--- config.mk ---
export PLATFORM = sky130hd
export DESIGN_NAME = multicycle_control_flat
export DESIGN_NICKNAME = d
export VERILOG_FILES = /design/src/rtl/multicycle_control_pkg.sv /design/src/rtl/multicycle_control_if.sv /design/src/rtl/multicycle_control_opcode_classifier.sv /design/src/rtl/multicycle_control.sv /design/src/flat_wrapper.sv
export SDC_FILE = /design/constraint.sdc
export NUM_CORES = 1
export LEC_CHECK = 0
export CAP_MARGIN = 20
export CORE_MARGIN = 3
export CORE_UTILIZATION = 45
export CTS_BUF_LIST = sky130_fd_sc_hd__clkbuf_8
export DETAILED_ROUTE_END_ITERATION = 8
export PLACE_DENSITY_LB_ADDON = 0.25
export SETUP_SLACK_MARGIN = 0.4
export SLEW_MARGIN = 20
export SYNTH_ARGS = -nofsm -noshare
export SYNTH_HDL_FRONTEND = slang
export SYNTH_SLANG_ARGS = --single-unit
--- constraint.sdc ---
create_clock -name clk -period 5.6 [get_ports clk]
set_clock_uncertainty 0.2 [all_clocks]
set_input_delay 1.4 -clock clk [delete_from_list [all_inputs] [get_ports clk]]
set_output_delay 1.4 -clock clk [all_outputs]
set_load 0.05 [all_outputs]
--- src/rtl/multicycle_control_pkg.sv ---
// rtl/multicycle_control_pkg.sv - state, class, alu_op and opcode constants for the LEGv8 multi-cycle sequencer
package multicycle_control_pkg;

  typedef enum logic [2:0] {
    ST_IDLE      = 3'd0,
    ST_FETCH     = 3'd1,
    ST_DECODE    = 3'd2,
    ST_EXECUTE   = 3'd3,
    ST_MEM       = 3'd4,
    ST_WRITEBACK = 3'd5
  } state_e;

  typedef enum logic [2:0] {
    CLS_R       = 3'd0,
    CLS_I       = 3'd1,
    CLS_LOAD    = 3'd2,
    CLS_STORE   = 3'd3,
    CLS_CBZ     = 3'd4,
    CLS_CBNZ    = 3'd5,
    CLS_B       = 3'd6,
    CLS_ILLEGAL = 3'd7
  } cls_e;

  localparam logic [1:0] ALU_ADD   = 2'b00;
  localparam logic [1:0] ALU_PASS  = 2'b01;
  localparam logic [1:0] ALU_FUNCT = 2'b10;

  localparam logic [10:0] OP_ADD    = 11'b10001011000;
  localparam logic [10:0] OP_SUB    = 11'b11001011000;
  localparam logic [10:0] OP_AND    = 11'b10001010000;
  localparam logic [10:0] OP_ORR    = 11'b10101010000;
  localparam logic [10:0] OP_LDUR   = 11'b11111000010;
  localparam logic [10:0] OP_LDURB  = 11'b00111000010;
  localparam logic [10:0] OP_LDURH  = 11'b01111000010;
  localparam logic [10:0] OP_LDURSW = 11'b10111000100;
  localparam logic [10:0] OP_STUR   = 11'b11111000000;
  localparam logic [10:0] OP_STURB  = 11'b00111000000;
  localparam logic [10:0] OP_STURH  = 11'b01111000000;
  localparam logic [10:0] OP_STURW  = 11'b10111000000;

endpackage

--- src/rtl/multicycle_control_if.sv ---
// rtl/multicycle_control_if.sv - instruction/data memory request and ready handshake
interface multicycle_control_if;
  logic imem_req;
  logic imem_ready;
  logic dmem_read;
  logic dmem_write;
  logic dmem_ready;

  modport master (
    output imem_req,
    output dmem_read,
    output dmem_write,
    input  imem_ready,
    input  dmem_ready
  );

  modport slave (
    input  imem_req,
    input  dmem_read,
    input  dmem_write,
    output imem_ready,
    output dmem_ready
  );
endinterface

--- src/rtl/multicycle_control_opcode_classifier.sv ---
// rtl/multicycle_control_opcode_classifier.sv - maps IR[31:21] to the instruction class
module opcode_classifier
  import multicycle_control_pkg::*;
(
  input  logic [10:0] opcode,
  output cls_e        cls
);

  // I-format uses a 10-bit opcode, CB 8-bit and B 6-bit, so the low bits are don't-care.
  always_comb begin
    cls = CLS_ILLEGAL;
    casez (opcode)
      OP_ADD, OP_SUB, OP_AND, OP_ORR:           cls = CLS_R;
      11'b1001000100?, 11'b1001001000?,
      11'b1101001000?, 11'b1011001000?,
      11'b1101000100?:                          cls = CLS_I;
      OP_LDUR, OP_LDURB, OP_LDURH, OP_LDURSW:   cls = CLS_LOAD;
      OP_STUR, OP_STURB, OP_STURH, OP_STURW:    cls = CLS_STORE;
      11'b10110100???:                          cls = CLS_CBZ;
      11'b10110101???:                          cls = CLS_CBNZ;
      11'b000101?????:                          cls = CLS_B;
      default:                                  cls = CLS_ILLEGAL;
    endcase
  end

endmodule

--- src/rtl/multicycle_control.sv ---
// rtl/multicycle_control.sv - LEGv8 multi-cycle control FSM with memory watchdog and retire counter
module multicycle_control
  import multicycle_control_pkg::*;
#(
  parameter int WAIT_LIMIT = 16,
  parameter int COUNT_W    = 32
) (
  input  logic                 clk,
  input  logic                 reset,
  input  logic                 start,
  input  logic [10:0]          opcode,
  input  logic                 zero,
  multicycle_control_if.master mem,
  output logic                 ir_write,
  output logic                 pc_write,
  output logic                 pc_src,
  output logic                 mem_to_reg,
  output logic                 reg_write,
  output logic                 readreg2_control,
  output logic                 alu_src,
  output logic [1:0]           alu_op,
  output logic [2:0]           state_out,
  output logic                 instr_done,
  output logic                 illegal,
  output logic                 bus_error,
  output logic [COUNT_W-1:0]   instr_count
);

  localparam int WAIT_W = (WAIT_LIMIT < 2) ? 1 : $clog2(WAIT_LIMIT);
  localparam logic [WAIT_W-1:0] WAIT_LAST = WAIT_W'((WAIT_LIMIT == 0) ? 0 : WAIT_LIMIT - 1);

  state_e            state;
  cls_e              cls;
  cls_e              dec_cls;
  logic [WAIT_W-1:0] wait_cnt;
  logic              mem_wait;
  logic              wd_expire;
  logic              imem_req;
  logic              dmem_read;
  logic              dmem_write;

  opcode_classifier u_classifier (
    .opcode (opcode),
    .cls    (dec_cls)
  );

  assign mem_wait  = ((state == ST_FETCH) && !mem.imem_ready) ||
                     ((state == ST_MEM)   && !mem.dmem_ready);
  // Expiry only fires while ready is low, so ready on the last allowed cycle proceeds.
  assign wd_expire = (WAIT_LIMIT != 0) && mem_wait && (wait_cnt == WAIT_LAST);

  always_ff @(posedge clk) begin
    if (reset) begin
      state       <= ST_IDLE;
      cls         <= CLS_ILLEGAL;
      wait_cnt    <= '0;
      illegal     <= 1'b0;
      bus_error   <= 1'b0;
      instr_count <= '0;
    end else begin
      if (instr_done)
        instr_count <= instr_count + COUNT_W'(1);

      if (mem_wait && !wd_expire && (WAIT_LIMIT != 0))
        wait_cnt <= wait_cnt + WAIT_W'(1);
      else
        wait_cnt <= '0;

      case (state)
        ST_IDLE: begin
          if (start)
            state <= ST_FETCH;
        end
        ST_FETCH: begin
          if (mem.imem_ready) begin
            state <= ST_DECODE;
          end else if (wd_expire) begin
            bus_error <= 1'b1;
            state     <= ST_IDLE;
          end
        end
        ST_DECODE: begin
          cls <= dec_cls;
          if (dec_cls == CLS_ILLEGAL) begin
            illegal <= 1'b1;
            state   <= ST_FETCH;
          end else begin
            state <= ST_EXECUTE;
          end
        end
        ST_EXECUTE: begin
          case (cls)
            CLS_R, CLS_I:        state <= ST_WRITEBACK;
            CLS_LOAD, CLS_STORE: state <= ST_MEM;
            default:             state <= ST_FETCH;
          endcase
        end
        ST_MEM: begin
          if (mem.dmem_ready) begin
            state <= (cls == CLS_LOAD) ? ST_WRITEBACK : ST_FETCH;
          end else if (wd_expire) begin
            bus_error <= 1'b1;
            state     <= ST_IDLE;
          end
        end
        ST_WRITEBACK: state <= ST_FETCH;
        default:      state <= ST_IDLE;
      endcase
    end
  end

  // Strobes are forced low while reset is high so an abandoned instruction never commits.
  always_comb begin
    imem_req         = 1'b0;
    ir_write         = 1'b0;
    pc_write         = 1'b0;
    pc_src           = 1'b0;
    dmem_read        = 1'b0;
    dmem_write       = 1'b0;
    mem_to_reg       = 1'b0;
    reg_write        = 1'b0;
    readreg2_control = 1'b0;
    alu_src          = 1'b0;
    alu_op           = ALU_ADD;
    instr_done       = 1'b0;
    if (!reset) begin
      case (state)
        ST_FETCH: begin
          imem_req = 1'b1;
          ir_write = mem.imem_ready;
        end
        ST_DECODE: begin
          pc_write = (dec_cls == CLS_ILLEGAL);
        end
        ST_EXECUTE: begin
          case (cls)
            CLS_R: alu_op = ALU_FUNCT;
            CLS_I: begin
              alu_src = 1'b1;
              alu_op  = ALU_FUNCT;
            end
            CLS_LOAD: alu_src = 1'b1;
            CLS_STORE: begin
              alu_src          = 1'b1;
              readreg2_control = 1'b1;
            end
            CLS_CBZ, CLS_CBNZ: begin
              alu_op           = ALU_PASS;
              readreg2_control = 1'b1;
              pc_write         = 1'b1;
              instr_done       = 1'b1;
              pc_src           = (cls == CLS_CBZ) ? zero : !zero;
            end
            CLS_B: begin
              alu_op     = ALU_PASS;
              pc_write   = 1'b1;
              instr_done = 1'b1;
              pc_src     = 1'b1;
            end
            default: ;
          endcase
        end
        ST_MEM: begin
          dmem_read  = (cls == CLS_LOAD);
          dmem_write = (cls == CLS_STORE);
          if ((cls == CLS_STORE) && mem.dmem_ready) begin
            pc_write   = 1'b1;
            instr_done = 1'b1;
          end
        end
        ST_WRITEBACK: begin
          reg_write  = 1'b1;
          mem_to_reg = (cls == CLS_LOAD);
          pc_write   = 1'b1;
          instr_done = 1'b1;
        end
        default: ;
      endcase
    end
  end

  assign mem.imem_req   = imem_req;
  assign mem.dmem_read  = dmem_read;
  assign mem.dmem_write = dmem_write;
  assign state_out      = state;

endmodule

--- src/flat_wrapper.sv ---
// flat-port wrapper written by rule: the top's interface ports become plain ports
module multicycle_control_flat import multicycle_control_pkg::*;
#(
  parameter int WAIT_LIMIT = 16,
  parameter int COUNT_W    = 32
)
  (clk, reset, start, opcode, zero, ir_write, pc_write, pc_src, mem_to_reg, reg_write, readreg2_control, alu_src, alu_op, state_out, instr_done, illegal, bus_error, instr_count, mem_imem_req, mem_dmem_read, mem_dmem_write, mem_imem_ready, mem_dmem_ready);
  multicycle_control_if mem_i ();
  input  logic clk;
  input  logic reset;
  input  logic start;
  input  logic [10:0] opcode;
  input  logic zero;
  output logic ir_write;
  output logic pc_write;
  output logic pc_src;
  output logic mem_to_reg;
  output logic reg_write;
  output logic readreg2_control;
  output logic alu_src;
  output logic [1:0] alu_op;
  output logic [2:0] state_out;
  output logic instr_done;
  output logic illegal;
  output logic bus_error;
  output logic [COUNT_W-1:0] instr_count;
  output wire logic [$bits(mem_i.imem_req)-1:0] mem_imem_req;
  output wire logic [$bits(mem_i.dmem_read)-1:0] mem_dmem_read;
  output wire logic [$bits(mem_i.dmem_write)-1:0] mem_dmem_write;
  input wire logic [$bits(mem_i.imem_ready)-1:0] mem_imem_ready;
  input wire logic [$bits(mem_i.dmem_ready)-1:0] mem_dmem_ready;
  assign mem_imem_req = mem_i.imem_req;
  assign mem_dmem_read = mem_i.dmem_read;
  assign mem_dmem_write = mem_i.dmem_write;
  assign mem_i.imem_ready = mem_imem_ready;
  assign mem_i.dmem_ready = mem_dmem_ready;
  multicycle_control #(.WAIT_LIMIT(WAIT_LIMIT), .COUNT_W(COUNT_W)) u_core (.clk(clk), .reset(reset), .start(start), .opcode(opcode), .zero(zero), .mem(mem_i), .ir_write(ir_write), .pc_write(pc_write), .pc_src(pc_src), .mem_to_reg(mem_to_reg), .reg_write(reg_write), .readreg2_control(readreg2_control), .alu_src(alu_src), .alu_op(alu_op), .state_out(state_out), .instr_done(instr_done), .illegal(illegal), .bus_error(bus_error), .instr_count(instr_count));
endmodule
==> reports/results.tsv, run 1 <==
metric	value	unit
run status	complete, no violations	
Vias/cell	5.778	
Yosys reg bits	44	
Final period util	89.18	%
Setup TNS	0	ns
clock sink count	44	
cell-internal power	0.4954	mW
clock-pin slew on the worst setup and hold paths	0.07	ns
clock power share	41.1	%
n_diodes	0	
total power	0.6285	mW
Iter 0 DRT Violations	107	
static leakage	1.079	nW
CTS Buffer Depth	2	
setup bufs post-CTS	0	
post-cts sizing count	0	
combinational share of power	8.2	%
Remaining Overflow, GRT	0	
Max rail drop VDD	0.1559	mV
Final Critical Period	4.994	ns
area added between synthesis and finish	36.93	%
Reg power frac	50.7	%
Slew @ Worst Pin	0.7914	ns
Mapped Area	2537	sq um
max-capacitance violation count	0	
CTS Buf Count	5	
Sw Ratio	21.18	%
initial antenna violation count	0	
largest net degree at the start of global routing	34	
Multi-input gate area	1558	sq um
Initial Util	48.15	%
crit end category	output pin	
Final GP Congestion	0.7802	
DRT antenna net count	0	
post-synthesis sequential area ratio	34.71	%
Syn Nets	335	
number of flops mapped to enable cells by yosys	0	
Worst Path Class, Setup	in2out	
cts hold-fix bufs	0	
critical path data required time	4.00	ns
die area	6576	sq um
achievable frequency	200.2	MHz
number of distinct library cells after synthesis	53	
fillers	465	
Worst Setup Start Kind	primary input	
vias in the first global route	2290	
Ys Warns	0	
Root Driver	clkbuf_8	
Chip Width	81.09	um
Vert. Die Dim	81.09	um
Tot GR Track Use	19.89	%
Gate Count Post-Synth	314	
row cnt	26	
RSZ-0062 raised after global routing	false	
Avg Inst Size Synth	8.081	sq um
sw power	0.1331	mW
layout net count	392	
asr flop ratio synth	0	%
H-tree depth	2	
Post-DP HPWL	4.624	mm
I/O pins	67	
vias	2554	
Final Hold Fails	0	
CTS tree	done	
sequential standard cell area	880.8	sq um
Max FO, Critical Path	7	
DRT Pass-1 Iters	4	
Worst-Skew Late Latency	0.29	ns
Std-Cell Core Area	5270	sq um
HP Class	reg2reg	
ys flop type	dfxtp_1	
PD cells	180.9	nW/um^2
final setup vio count	0	
Final Max Slew Viols	0	
Slew HR	46.55	%
WL per Instance	14.26	um
port buffer count	66	
Worst EP arrival	3.39	ns
share of cells above drive strength 1	8.871	%
DRC	0	
final wirelength	6.301	mm
first-pass GRT wire length	10.46	mm
layout by cell type (no fill, tap or decap), types with 8 or more instances in the layout:
master / n
clkdlybuf4s50_1: 53
buf_12: 11
nand3_1: 12
xnor2_1: 12
or3_1: 12
inv_1: 11
dfxtp_1: 44
or4_1: 8
o31ai_1: 10
a21oi_1: 25
nand2_1: 19
o21ai_0: 13
nor2_1: 37
power groups by stage:
stage | clock (mW) | combinational [mW] | sequential [mW]
after CTS | 0.265 | 0.0512 | 0.318
after global routing | 0.282 | 0.0551 | 0.319
after detailed placement | 0 | 0.0511 | 0.326
final | 0.259 | 0.0515 | 0.318
after global placement | 0 | 0.0504 | 0.326
after floorplan | 0 | 0.0236 | 0.328
flip-flops by register name, summed over array words and instances, names as in the netlist:
signal              count
u_core.bus_error        1
u_core.cls              3
u_core.illegal          1
u_core.instr_count     32
u_core.state_out        3
u_core.wait_cnt         4
worst max-delay path, stage by stage:
cell	delay, ns
clkdlybuf4s50_1	0.57
nor2b_1	0.14
o21ai_0	0.10
a31oi_1	0.31
o2111ai_2	0.25
o41ai_2	0.43
buf_12	0.19
Yosys cell counts (2+ instances only):
library cell | instances | area share (%)
nand3_1 | 12 | 2.4
a21o_1 | 3 | 0.89
xnor2_1 | 12 | 4.1
o211ai_1 | 2 | 0.59
inv_1 | 11 | 1.6
nand2_1 | 19 | 2.8
o2111ai_2 | 2 | 1.2
nand2b_1 | 2 | 0.49
a21oi_1 | 25 | 4.9
ha_1 | 4 | 2.0
o21ai_0 | 13 | 2.6
nor4bb_1 | 2 | 0.79
buf_2 | 7 | 1.4
a211oi_1 | 7 | 2.1
nand3b_1 | 3 | 0.89
mux2i_1 | 3 | 1.2
and4b_1 | 2 | 0.79
a22oi_1 | 3 | 0.89
a211o_1 | 2 | 0.69
nor3_1 | 7 | 1.4
or3_1 | 12 | 3.0
and2_1 | 5 | 1.2
nor3b_1 | 5 | 1.5
a2111oi_0 | 2 | 0.69
dfxtp_1 | 44 | 35
o41ai_1 | 2 | 0.69
and4_1 | 3 | 1.0
xor2_1 | 2 | 0.69
or4_1 | 8 | 2.4
nand4bb_1 | 2 | 0.89
clkbuf_1 | 10 | 1.5
o31ai_1 | 10 | 3.0
nor4_1 | 2 | 0.49
nor2_1 | 37 | 5.5
nand4b_1 | 2 | 0.69
nand4_1 | 7 | 1.7
nor2b_1 | 4 | 0.99
cells by family (layout without fill, tap and decap cells):
| family | count (synthesis) | count (layout) | synth area share [%] |
|---|---|---|---|
| AND/OR/NAND/NOR | 140 | 140 | 30.92 |
| flip-flops | 44 | 44 | 34.71 |
| multiplexers | 4 | 4 | 1.627 |
| buffers and inverters | 29 | 87 | 4.635 |
| AO/OA/AOI/OAI | 79 | 79 | 21.30 |
| adder cells (fa/ha/maj) | 4 | 4 | 1.972 |
| XOR/XNOR | 14 | 14 | 4.832 |
per-stage QoR:
step | worst slack (ns) | hold WS (ns) | cells | util (%) | cell area, sq um
finish | 0.6062 | 0.2541 | 442 | 65.93 | 3475
global route | 0.4459 | 0.2950 | 442 | 65.93 | 3475
CTS | 0.5860 | 0.2582 | 442 | 65.81 | 3468
detailed placement | 0.5973 | 0.2473 | 434 | 63.41 | 3342
global placement | 0.6543 | 0.2345 | 434 | 63.41 | 3342
floorplan | 0.7812 | 0.2178 | 314 | - | 2550
per-layer routing:
metal  routed length, um  track usage (%)
met5                   0                0
met4                  40            5.405
met2                3019            32.43
met1                2950            26.72
met3                 291            3.991
area by class of cell:
type,count,area share [%]
repair buffers,68,22.47
clock inverters,1,0.8642
multi-input cells,241,44.83
well taps,70,2.521
flip-flops and latches,44,25.35
clock buffers,7,2.773
inverters,11,1.188
final timing paths:
check	start	to	slack, ns	depth (start not counted)
max	opcode[10]	pc_write	0.61	7
min	u_core.wait_cnt[0]$_SDFF_PP0_	u_core.wait_cnt[0]$_SDFF_PP0_	0.25	1
max reg2reg	u_core.state_out[0]$_SDFFE_PP0P_	u_core.instr_count[21]$_SDFFE_PP0P_	2.97	5
min reg2reg	u_core.wait_cnt[0]$_SDFF_PP0_	u_core.wait_cnt[0]$_SDFF_PP0_	0.25	1
(Power assumes the default switching activity.)
==> run 2: changes to the inputs <==
- CELL_PAD_IN_SITES_DETAIL_PLACEMENT: default -> 1
- CELL_PAD_IN_SITES_GLOBAL_PLACEMENT: default -> 1
- CORE_UTILIZATION: 45 -> 39
==> run 2 against run 1 <==
Clock power fell by 7%. Global-route usage grew 0.17 points. Flip-flop and latch count stayed put. Worst setup slack worse by 0.034 ns. Worst hold slack barely moved. Total power down 2.8%. Fmax fell by 0.67%. Final cell count rose by 0.90%. Routed wire length increased by 18%. Critical endpoint unchanged.
==> reports/results.tsv, run 2 (synthesis results as in run 1) <==
metric	value	unit
run status	complete, no violations	
vias in the first global route	2583	
Worst-Skew Late Latency	0.30	ns
I/O pins	67	
static leakage	1.069	nW
Root Driver	clkbuf_8	
initial antenna violation count	0	
CTS tree	done	
DRT antenna net count	0	
area added between synthesis and finish	36.14	%
H-tree depth	2	
Cell Chain, Critical Path	clkdlybuf4s50_1 > nor2b_1 > o21ai_0 > a31oi_1 > o2111ai_2 > o41ai_2 > buf_12	
Largest stage delay, worst path	0.58	ns
reg2reg end	u_core.instr_count[21]$_SDFFE_PP0P_	
Final period util	89.78	%
pre-CTS setup slack	0.5404	ns
fillers	729	
vias	2612	
worst flop-to-flop path startpoint	u_core.state_out[0]$_SDFFE_PP0P_	
max-capacitance violation count	0	
CP max stage cell	clkdlybuf4s50_1	
commonest non-fill, non-tap cells in the layout	clkdlybuf4s50_1 (53), dfxtp_1 (44), nor2_1 (37)	
worst hold slack	0.2536	ns
launch point of the worst path	opcode[10]	
Vias/cell	5.857	
worst reg2reg setup slack	2.87	ns
reg2reg path depth	5	
Hold Path Depth	1	
die area	7510	sq um
RSZ-0062 raised after global routing	false	
Most flops, register	u_core.instr_count	
Tot GR Track Use	20.06	%
Setup TNS	0	ns
Final Hold Fails	0	
Final GP Congestion	0.7264	
largest net degree at the start of global routing	39	
crit-path leading delay family	compound AO/OA/AOI/OAI gates	
most common cell after layout, fill and taps aside	clkdlybuf4s50_1	
design area	3455	sq um
min-delay src	u_core.wait_cnt[0]$_SDFF_PP0_	
Vert. Die Dim	86.66	um
Post-DP HPWL	5.401	mm
crit end category	output pin	
Slew @ Worst Pin	0.9281	ns
DRC	0	
setup bufs post-CTS	0	
share of cells above drive strength 1	8.356	%
Max rail drop VDD	0.1285	mV
DRT Pass-1 Iters	4	
Chip Width	86.66	um
clock-pin slew on the worst setup and hold paths	0.08	ns
Initial Util	41.63	%
layout net count	391	
n_diodes	0	
Worst Setup Start Kind	primary input	
first-pass GRT wire length	12.19	mm
final wirelength	7.413	mm
largest registers	u_core.instr_count x32, u_core.wait_cnt x4	
Worst EP arrival	3.43	ns
clock sink count	44	
final setup vio count	0	
Crit path buffers/inverters	2	
CTS Buffer Depth	2	
WL per Instance	16.62	um
Final Max Slew Viols	0	
port buffer count	66	
Remaining Overflow, GRT	0	
Iter 0 DRT Violations	110	
achievable frequency	198.9	MHz
Std-Cell Core Area	6096	sq um
CTS Buf Count	5	
Worst Path Class, Setup	in2out	
post-placement cell area	3341	sq um
critical path data required time	4.00	ns
Slew HR	37.32	%
PD cells	176.8	nW/um^2
max reg flops	32	
setup slack after layout	0.5724	ns
row cnt	28	
HP Class	reg2reg	
worst hold path endpoint	u_core.wait_cnt[0]$_SDFF_PP0_	
Max FO, Critical Path	7	
Final Critical Period	5.028	ns
-- run 2: cell types whose count changed in the layout (fill, tap and decap cells not counted) --
cell / delta
clkbuf_8: -2
clkinv_2: +1
inv_1: +1
buf_4: -1
-- run 2: repair_timing --
action                                  CTS  global route
endpoints found under the setup margin    0             1
gates resized for setup                   0             1
hold buffers                              0             0
-- run 2: cell type report --
class	instances	area (sq um)	area share, %
flip-flops and latches	44	880.8	25.50
clock inverters	3	38.79	1.123
repair buffers	67	773.2	22.38
clock buffers	5	68.82	1.992
multi-input cells	241	1558	45.09
well taps	75	93.84	2.716
inverters	11	41.29	1.195
-- run 2: worst max-delay path by stage --
stage,endpoint,depth (start not counted)
3_3_place_gp,pc_write,7
2_1_floorplan,pc_write,6
4_1_cts,pc_write,7
6_report,pc_write,7
3_5_place_dp,pc_write,7
5_1_grt,pc_write,7
-- run 2: worst register-to-register path: stages (launching register included) --
cell	delay (ns)
dfxtp_1	0.64
and3b_4	0.34
nand3_2	0.30
a21o_1	0.49
or4_1	0.55
a21oi_1	0.15
-- run 2: metrics by stage --
| stage | std cells | utilization [%] | power (mW) |
|---|---|---|---|
| finish | 446 | 56.67 | 0.6107 |
| global route | 446 | 56.67 | 0.6351 |
| CTS | 446 | 56.57 | 0.6185 |
| detailed placement | 438 | 54.80 | 0.3768 |
| global placement | 438 | 54.80 | 0.3763 |
| floorplan | 314 | - | 0.3512 |
-- run 2: layer usage --
layer	vias up	routed length, um	GRT usage, %
li1	1270	-	-
met1	1286	3307	24.85
met2	52	3775	35.81
met3	4	284	3.897
met4	0	45	4.391
met5	-	0	0
-- run 2: power breakdown --
part	leakage [nW]	switching (mW)	internal (mW)	total, mW
Clock	0.0593	0.110	0.131	0.241
Combinational	0.655	0.0280	0.0233	0.0513
Sequential	0.355	0.00435	0.314	0.319
Total	1.07	0.142	0.468	0.611
==> run 3: changes to the inputs <==
- ABC_CLOCK_PERIOD_IN_PS: default -> 5600
- GPL_TIMING_DRIVEN: default -> 0
==> run 3 against run 2 <==
Clock power is 12% lower. Highest routed layer unchanged. Critical endpoint unchanged. Flip-flop and latch count stayed put. Worst hold slack hardly changed. Routed wire length is 7.7% higher. Utilization is 1.1 points lower. Global-route usage is 1.6 points higher. Cell area is 1.9% lower. First-iteration DRC count is 13% higher. Die area stayed put.
==> reports/results.tsv, run 3 (synthesis results as in run 1) <==
metric	value	unit
design area	3388	sq um
critical path data required time	4.00	ns
share of cells above drive strength 1	7.752	%
met1 Track Usage GR	27.50	%
clock power share	36.5	%
CTS tree	done	
Chip Width	86.66	um
fin cells	462	
Initial Util	41.63	%
Slew @ Worst Pin	0.7125	ns
static leakage	1.084	nW
Post-DP HPWL	5.898	mm
total power	0.5827	mW
Most flops, register	u_core.instr_count	
Setup TNS	0	ns
vias in the first global route	2768	
cell-internal power	0.4349	mW
n_diodes	0	
Root Driver	clkbuf_8	
met2 Usage GRT	37.69	%
first-pass GRT wire length	13.12	mm
PD cells	172.0	nW/um^2
Worst Path Class, Setup	in2out	
CTS Buf Count	5	
Max rail drop VDD	0.1080	mV
sw power	0.1478	mW
port buffer count	65	
Worst EP arrival	3.52	ns
Sw Ratio	25.37	%
Final Hold Fails	0	
post-placement cell area	3294	sq um
sequential standard cell area	880.8	sq um
achievable frequency	195.4	MHz
Final Core Density	55.58	%
I/O pins	67	
most common cell after layout, fill and taps aside	clkdlybuf4s50_1	
fillers	754	
largest net degree at the start of global routing	14	
Worst-Skew Late Latency	0.30	ns
RSZ-0062 raised after global routing	true	
Tot GR Track Use	21.62	%
clock-pin slew on the worst setup and hold paths	0.08	ns
combinational share of power	9.1	%
largest registers	u_core.instr_count x32, u_core.wait_cnt x4	
clock sink count	44	
max reg flops	32	
HP Class	reg2reg	
WL per Instance	17.28	um
Cells after DPL	454	
initial antenna violation count	0	
row cnt	28	
commonest non-fill, non-tap cells in the layout	clkdlybuf4s50_1 (55), dfxtp_1 (44), nor2_1 (37)	
CTS Buffer Depth	2	
area added between synthesis and finish	33.53	%
Final GP Congestion	0.8792	
grt peak-use layer	met2	
DRT Pass-1 Iters	4	
die area	7510	sq um
crit end category	output pin	
DRT antenna net count	0	
setup slack after layout	0.4823	ns
worst hold slack	0.2537	ns
run status	complete, no violations	
H-tree depth	2	
layout net count	407	
Iter 0 DRT Violations	124	
Final period util	91.39	%
Reg power frac	54.5	%
Multi-input gate area	1563	sq um
vias	2702	
Vert. Die Dim	86.66	um
final wirelength	7.982	mm
cts hold-fix bufs	0	
GR Util met3	3.517	%
Worst Setup Start Kind	primary input	
Std-Cell Core Area	6096	sq um
Final Max Slew Viols	0	
Final Critical Period	5.118	ns
final setup vio count	0	
pre-CTS setup slack	-0.1104	ns
max-capacitance violation count	0	
Vias/cell	5.848	
Slew HR	51.88	%
Remaining Overflow, GRT	0	
DRC	0	
Max FO, Critical Path	7	
## run 3: cell count changes in the layout (fill, tap and decap cells not counted), moves of 2 or more
cell | previous run | this run
buf_12 | 11 | 0
clkbuf_1 | 0 | 8
buf_2 | 0 | 7
dlygate4sd2_1 | 0 | 6
clkbuf_2 | 0 | 4
buf_4 | 3 | 0
clkdlybuf4s50_1 | 53 | 55
## run 3: power groups by stage
stage | Clock (mW) | Combinational, mW | Sequential (mW)
floorplan | 0 | 0.0236 | 0.328
global placement | 0 | 0.0512 | 0.324
detailed placement | 0 | 0.0524 | 0.325
CTS | 0.215 | 0.0526 | 0.317
global route | 0.227 | 0.0573 | 0.318
finish | 0.212 | 0.0530 | 0.317
## run 3: path summary, 6_finish.rpt
check	start	endpoint	slack, ns	cells after the start
worst min register to register	u_core.wait_cnt[0]$_SDFF_PP0_	u_core.wait_cnt[0]$_SDFF_PP0_	0.25	1
worst max register to register	u_core.state_out[1]$_SDFFE_PP0P_	u_core.instr_count[7]$_SDFFE_PP0P_	3.09	8
worst max-delay path	opcode[10]	pc_write	0.48	7
worst min-delay path	u_core.wait_cnt[0]$_SDFF_PP0_	u_core.wait_cnt[0]$_SDFF_PP0_	0.25	1
## run 3: area by class of cell
type | instances | area share [%]
clock buffers | 6 | 2.437
plain buffers | 18 | 2.326
repair buffers | 65 | 18.80
flip-flops and latches | 44 | 26.00
well taps | 75 | 2.770
multi-input cells | 241 | 46.12
inverters | 11 | 1.219
clock inverters | 2 | 0.3323
## run 3: critical path: stages
cell,delay [ns]
clkdlybuf4s50_1,0.59
nor2b_1,0.15
o21ai_0,0.09
a31oi_1,0.32
o2111ai_2,0.28
o41ai_2,0.34
clkbuf_2,0.34
## run 3: layer usage
layer  up-vias  routed length [um]
li1       1301                   -
met1      1335                3703
met2        56                3910
met3        10                 263
met4         0                 104
met5         -                   0
## run 3: repair_timing
action / CTS / global route
pin swaps: 0 / 0
setup buffers: 0 / 0
resized for setup: 14 / 9
setup endpoints to repair: 10 / 5
